==> src/rtl/common_pkg.sv <==
// Shared types and widths for the switch datapath blocks.
package common_pkg;

  localparam int DEFAULT_D_W = 16;

  typedef enum logic {ARB_IDLE, ARB_LOCKED} arb_state_e;

endpackage

==> src/rtl/mux2_packet_arbiter_if.sv <==
// Two upstream flit channels merging onto one registered downstream channel.
interface mux2_packet_arbiter_if
  import common_pkg::*;
#(
  parameter int W = DEFAULT_D_W
);

  logic [1:0]        i_valid;
  logic [1:0][W-1:0] i_data;
  logic [1:0]        i_last;
  logic [1:0]        i_ready;
  logic              o_valid;
  logic [W-1:0]      o_data;
  logic              o_last;
  logic              o_src;
  logic              o_ready;

  modport slave (
    input  i_valid, i_data, i_last, o_ready,
    output i_ready, o_valid, o_data, o_last, o_src
  );

  modport master (
    output i_valid, i_data, i_last, o_ready,
    input  i_ready, o_valid, o_data, o_last, o_src
  );

endinterface

==> src/rtl/mux.sv <==
// Generic N:1 word multiplexer driven by a binary select.
module mux #(
  parameter int N = 2,
  parameter int W = 8
) (
  input  logic [N-1:0][W-1:0]     din,
  input  logic [$clog2(N)-1:0]    sel,
  output logic [W-1:0]            dout
);

  assign dout = din[sel];

endmodule

==> src/rtl/mux2_packet_arbiter.sv <==
// Packet-atomic round-robin arbiter for two flit streams with a one-beat output register.
// A grant is held from the first flit of a packet until its last flit is loaded.
module mux2_packet_arbiter
  import common_pkg::*;
#(
  parameter int W = DEFAULT_D_W
) (
  input logic                  clk,
  input logic                  rst,
  mux2_packet_arbiter_if.slave bus
);

  arb_state_e   state;
  logic         own;
  logic         prio;
  logic         grant;
  logic         g;
  logic         s;
  logic         can_load;
  logic         xfer;
  logic [W-1:0] mux_out;

  logic         out_valid;
  logic [W-1:0] out_data;
  logic         out_last;
  logic         out_src;

  // While locked only the owner may win, even if it has gone quiet mid-packet.
  always_comb begin
    grant = 1'b0;
    g     = prio;
    if (state == ARB_LOCKED) begin
      g     = own;
      grant = bus.i_valid[own];
    end else if (bus.i_valid[prio]) begin
      g     = prio;
      grant = 1'b1;
    end else if (bus.i_valid[~prio]) begin
      g     = ~prio;
      grant = 1'b1;
    end
  end

  assign s        = g;
  assign can_load = !out_valid || bus.o_ready;
  assign xfer     = !rst && can_load && grant;

  assign bus.i_ready[0] = xfer && !g;
  assign bus.i_ready[1] = xfer && g;

  mux #(
    .N (2),
    .W (W)
  ) mux_inst (
    .din  (bus.i_data),
    .sel  (s),
    .dout (mux_out)
  );

  // Arbitration state only moves on an accepted flit; downstream draining never touches it.
  always_ff @(posedge clk) begin
    if (rst) begin
      state     <= ARB_IDLE;
      own       <= 1'b0;
      prio      <= 1'b0;
      out_valid <= 1'b0;
      out_data  <= '0;
      out_last  <= 1'b0;
      out_src   <= 1'b0;
    end else if (xfer) begin
      out_valid <= 1'b1;
      out_data  <= mux_out;
      out_last  <= bus.i_last[s];
      out_src   <= g;
      if (bus.i_last[s]) begin
        state <= ARB_IDLE;
        prio  <= ~g;
      end else if (state == ARB_IDLE) begin
        state <= ARB_LOCKED;
        own   <= g;
      end
    end else if (bus.o_ready) begin
      out_valid <= 1'b0;
    end
  end

  assign bus.o_valid = out_valid;
  assign bus.o_data  = out_data;
  assign bus.o_last  = out_last;
  assign bus.o_src   = out_src;

endmodule

==> src/flat_wrapper.sv <==
// flat-port wrapper written by rule: the top's interface ports become plain ports
module mux2_packet_arbiter_flat import common_pkg::*;
#(
  parameter int W = DEFAULT_D_W
)
  (clk, rst, bus_i_valid, bus_i_data, bus_i_last, bus_o_ready, bus_i_ready, bus_o_valid, bus_o_data, bus_o_last, bus_o_src);
  mux2_packet_arbiter_if #(.W(W)) bus_i ();
  input logic clk;
  input logic rst;
  input wire logic [$bits(bus_i.i_valid)-1:0] bus_i_valid;
  input wire logic [$bits(bus_i.i_data)-1:0] bus_i_data;
  input wire logic [$bits(bus_i.i_last)-1:0] bus_i_last;
  input wire logic [$bits(bus_i.o_ready)-1:0] bus_o_ready;
  output wire logic [$bits(bus_i.i_ready)-1:0] bus_i_ready;
  output wire logic [$bits(bus_i.o_valid)-1:0] bus_o_valid;
  output wire logic [$bits(bus_i.o_data)-1:0] bus_o_data;
  output wire logic [$bits(bus_i.o_last)-1:0] bus_o_last;
  output wire logic [$bits(bus_i.o_src)-1:0] bus_o_src;
  assign bus_i.i_valid = bus_i_valid;
  assign bus_i.i_data = bus_i_data;
  assign bus_i.i_last = bus_i_last;
  assign bus_i.o_ready = bus_o_ready;
  assign bus_i_ready = bus_i.i_ready;
  assign bus_o_valid = bus_i.o_valid;
  assign bus_o_data = bus_i.o_data;
  assign bus_o_last = bus_i.o_last;
  assign bus_o_src = bus_i.o_src;
  mux2_packet_arbiter #(.W(W)) u_core (.clk(clk), .rst(rst), .bus(bus_i));
endmodule
==> config.mk <==
export PLATFORM = sky130hd
export DESIGN_NAME = mux2_packet_arbiter_flat
export DESIGN_NICKNAME = d
export VERILOG_FILES = /design/src/rtl/common_pkg.sv /design/src/rtl/mux2_packet_arbiter_if.sv /design/src/rtl/mux.sv /design/src/rtl/mux2_packet_arbiter.sv /design/src/flat_wrapper.sv
export SDC_FILE = /design/constraint.sdc
export NUM_CORES = 1
export LEC_CHECK = 0
export BUFFER_PORTS_ARGS = -buffer_cell sky130_fd_sc_hd__buf_2
export CAP_MARGIN = 20
export CORE_MARGIN = 2
export CORE_UTILIZATION = 45
export CTS_BUF_LIST = sky130_fd_sc_hd__clkbuf_8
export DETAILED_ROUTE_END_ITERATION = 10
export MAX_ROUTING_LAYER = met4
export PLACE_DENSITY = 0.79
export SYNTH_ARGS = -nofsm -noshare
export SYNTH_HDL_FRONTEND = slang
export SYNTH_SLANG_ARGS = --single-unit
==> constraint.sdc <==
create_clock -name clk -period 3.9 [get_ports clk]
set_input_delay 1.17 -clock clk [delete_from_list [all_inputs] [get_ports clk]]
set_output_delay 1.17 -clock clk [all_outputs]
set_load 0.1 [all_outputs]
# Word level (Yosys, flattened, before mapping)
# Cells that the tools add are included.
[word_totals]
word_cells = 45
regBits = 22
[op_classes]
n_lt_le_gt_ge = 4
n_reduce_logical = 11
n_bitwise = 4
mux = 19
[ops]
columns = ["operator", "n"]
rows = [
  ["two-way mux 16 bit", 2],
  ["two-way mux 1 bit", 17],
  ["< comparator 1 x 2 -> 1 bit, second input constant", 4],
  ["logical AND 1 bit", 4],
  ["NOT 1 bit", 4],
  ["zero test 1 bit", 3],
  ["AND reduction 3 bit", 1],
  ["AND reduction 2 bit", 1],
  ["nonzero test 2 bit", 1],
  ["logical OR 1 bit", 1],
]

# Depth between registers and ports, before layout
[logic_depth]
word_depth = 10
depth_mapped = 7
mapped_depth_nobuf = 5

# By module
# From an unflattened synthesis, not the netlist that was laid out.
[hier_totals]
hier_cells = 126
hier_area_um2 = 1138.6
[modules_own_cells]
columns = ["mod", "n_inst", "cells_each", "seq_area_each_um2", "area_each_um2"]
rows = [
  ["mux2_packet_arbiter", 1, 108, 440.4, 889.6],
  ["mux", 1, 18, 0.0, 249.0],
]

# Worst setup path before layout
# No wires, ideal clock.
[synth_path]
kind = "input port to output port"
from = "input port bus_i_valid[1]"
to = "output port bus_i_ready[1]"
n_path_buf = 1
arrival_ps = 2951
path_stages = 5
slack_ps = -221
cell_sequence = "nor2b_1 > o211a_4 > a21oi_4 > buf_6 > nor2_1"
[synth_between]
elab_chain_len = 7
word_cells_on_any_way = 14
cone_classes = "12 x mux; 2 x reduce/logical"
[synth_rtl]
columns = ["item", "line_no", "source"]
rows = [
  ["start, declared", "flat_wrapper.sv:10", "input wire logic [$bits(bus_i.i_valid)-1:0] bus_i_valid;"],
  ["two-way mux 1 bit (not written as such) (2 in series)", "mux2_packet_arbiter.sv:38", "end else if (bus.i_valid[~prio]) begin"],
  ["two-way mux 1 bit", "mux2_packet_arbiter.sv:38", ""],
  ["two-way mux 1 bit", "mux2_packet_arbiter.sv:35", "end else if (bus.i_valid[prio]) begin"],
  ["two-way mux 1 bit", "mux2_packet_arbiter.sv:32", "if (state == ARB_LOCKED) begin"],
  ["logical AND 1 bit", "mux2_packet_arbiter.sv:46", "assign xfer = !rst && can_load && grant;"],
  ["logical AND 1 bit (*)", "mux2_packet_arbiter.sv:49", "assign bus.i_ready[1] = xfer && g;"],
  ["end, declared", "flat_wrapper.sv:14", "output wire logic [$bits(bus_i.i_ready)-1:0] bus_i_ready;"],
]
# Every way passes the cells marked *; elsewhere a longest branch is shown, timed or not. The select of a mux whose other input is x is not followed.

# Worst setup path after layout
# Same ends and word-level chain as after synthesis.

==> impl_metrics.yaml <==
status:
  outcome: "completed"
drt:
  first_pass_iters: 4
  initialDrtViolationCount: 43
  dr.max_layer_used: "met4"
  wl_mm: 2.83
  vias: 1163
  vias_per_cell: 5.26
  wl_met2_mm: 1.32
  met3_length_um: 222
  ant_nets: 0
  detail_route.wl_per_cell_um: 12.8
  drc: 0
  wl_met1_mm: 1.23
timing:
  rsz0062_at_grt: "no"
  hold_violations: 0
  finalSetupTns_ns: 0
  finalWorstSetupSlack_ns: 0.416
  finalSetupViolCount: 0
  clock_skew_ns: 0.00194
  worst_slew_pin_slew_ns: 0.494
  slew-limit-headroom_pct: 67.3
  finalMaxSlewViolations: 0
  fin_crit_sh_pct: 89.3
  max_freq_mhz: 287
  layout_min_cycle_time_ns: 3.48
die:
  die_h_um: 55.9
  core_sq_um: 2520
  io_pins: 60
  num_rows: 18
  die_x_um: 55.9
  die_area_sq_um: 3130
  start_util_pct: 48.1
synth:
  ys_async_sr_fraction_pct: 0
  avgSynthCellArea_sq_um: 9.06
  synth.most_common_cell: "nand2_1"
  synth_cells: 134
  ys_types: 31
  netlist_top_cells_count: "32 x nand2_1, 26 x nor2_1, 22 x dfxtp_1"
  yosysWarnings: 0
  synthTopCellsByArea: "dfxtp_1 36%, a311oi_2 20%, nand2_1 9.9%, nor2_1 8.0%, buf_6 4.6%"
  synthFlopType: "dfxtp_1"
  ys_ff_latch: 22
  synth-edff-count: 0
  yosys.area.top_type: "dfxtp_1"
  synth_top_area_share_pct: 36.3
  synthesis.area_sq_um: 1210
  yosysSeqAreaShare_pct: 36.3
  syn_nets: 173
cts:
  clock_latency_ns: 0.26
  cts_htree_levels: 1
  cts_root_buffer: "clkbuf_8"
  numCtsBuffers: 3
  cts_tree: "yes"
  cts.sinks: 22
  clockBufferDepth: 2
  clk_pin_slew_ns: 0.08
  post-cts-setup-buffer-count: 0
  cts_resized: 0
  hold_buffers: 0
grt:
  grt_use_total_pct: 20.6
  grt-ovfl-total: 0
  grt_pass1_vias: 1153
  antenna_found_initial: 0
  grt_pass1_wl_mm: 4.97
  grt_max_degree: 39
worst_setup_path:
  critPathMaxFanout: 7
  arrival_ns: 2.31
  reg2regPathDepth: 5
  crit_type: "in2out"
  worst_setup_path_end_kind: "output pin"
  critPathLaunchType: "primary input"
  required_ns: 2.73
  timing.rr.start: "u_core.own"
  r2r_slack_ns: 2.16
  r2r-end: "u_core.bus.o_data[9]"
pwr:
  leakagePower_uw: 0.000703
  power_density_nw_per_um2: 499
  peakVddDrop_mv: 0.307
hold_path:
  worstHoldEndpoint: "u_core.bus.o_last"
  min_from: "u_core.bus.o_last"
  hold_class: "reg2reg"
  holdPathStages: 2
placement:
  gp_congestion: 0.820
  place_inst: 217
  dp_hpwl_mm: 2.05
  post-place-ws_ns: 0.410
  portBuffers: 59
finish:
  area_delta_synth_final_pct: 28.6
  layout-drive-gt1-share_pct: 49.2
  fin_cells: 221
  finish.utilization_pct: 61.9
  fin_nets: 231
  num_antenna_cells: 0
flow_run:
  maxCapViolations: 0
-- cell type report --
class / instances / area (sq um)
Fill cell: 230 / 962
Multi-Input combinational cell: 102 / 691
Sequential cell: 22 / 440
Timing Repair Buffer: 62 / 333
Clock buffer: 4 / 55.1
Tap cell: 30 / 37.5
Inverter: 1 / 3.75
-- cells in the final DEF (no fill, tap or decap) --
cell,instances
nand3_1,1
and2b_1,1
a21oi_4,1
nor2_4,1
dfxtp_1,22
o22a_1,1
buf_2,58
o211a_4,1
nor2_1,25
and2_4,1
a21oi_2,1
o221ai_1,1
nor2b_1,3
nand2_2,2
mux2i_1,1
mux2_2,2
o31ai_1,1
nand2_1,32
a21o_1,1
a21oi_1,2
buf_4,3
clkbuf_8,4
o21ai_0,2
a21boi_0,1
nand2b_1,1
a211oi_1,2
inv_2,1
buf_12,1
a311oi_2,16
nor3_2,1
nor2_2,1
-- stage by stage --
step,hold WS [ns],area [sq um],power [uW]
finish,0.514,1560,778
CTS,0.512,1560,782
global placement,0.476,1510,615
global route,0.542,1560,820
detailed placement,0.498,1510,623
floorplan,0.504,1220,567
-- routing by layer --
metal | global-route usage, % | vias to the layer above
met5 | - | -
met4 | 9.18 | 0
met3 | 5.12 | 7
met2 | 33.2 | 58
met1 | 24.4 | 514
li1 | - | 584
-- how the worst max path moves through the flow --
stage / from / end / slack (ns) / cells after the start
3_3_place_gp: bus_i_valid[1] / bus_i_ready[1] / 0.46 / 6
4_1_cts: bus_i_valid[1] / bus_i_ready[1] / 0.42 / 6
2_1_floorplan: bus_i_valid[1] / bus_i_ready[1] / 0.26 / 5
5_1_grt: bus_i_valid[1] / bus_i_ready[1] / 0.30 / 6
6_report: bus_i_valid[1] / bus_i_ready[1] / 0.42 / 6
3_5_place_dp: bus_i_valid[1] / bus_i_ready[1] / 0.41 / 6
-- logic make-up after synthesis --
kind of cell / Yosys count / synth area share (%)
AND/OR/NAND/NOR: 69 / 24.1
flip-flops: 22 / 36.3
AO/OA/AOI/OAI: 30 / 29.5
multiplexers: 3 / 2.68
buffers and inverters: 10 / 7.42
-- registers in the layout, indices dropped and copies added, names as in the netlist --
name	count
u_core.own	1
u_core.bus.o_src	1
u_core.state	1
u_core.prio	1
u_core.bus.o_valid	1
u_core.bus.o_last	1
u_core.bus.o_data	16
-- report_power, final --
group / internal [uW] / switching [uW]
combinational: 85.5 / 265
sequential: 249 / 17.4
clock: 89.9 / 71.0
total: 425 / 354
-- critical path, cell delays in order --
cell	delay (ns)
buf_2	0.13
mux2i_1	0.10
a21oi_2	0.18
nand2_1	0.17
nor2_2	0.14
buf_2	0.43
No activity file was read; power rests on OpenSTA's default activity.
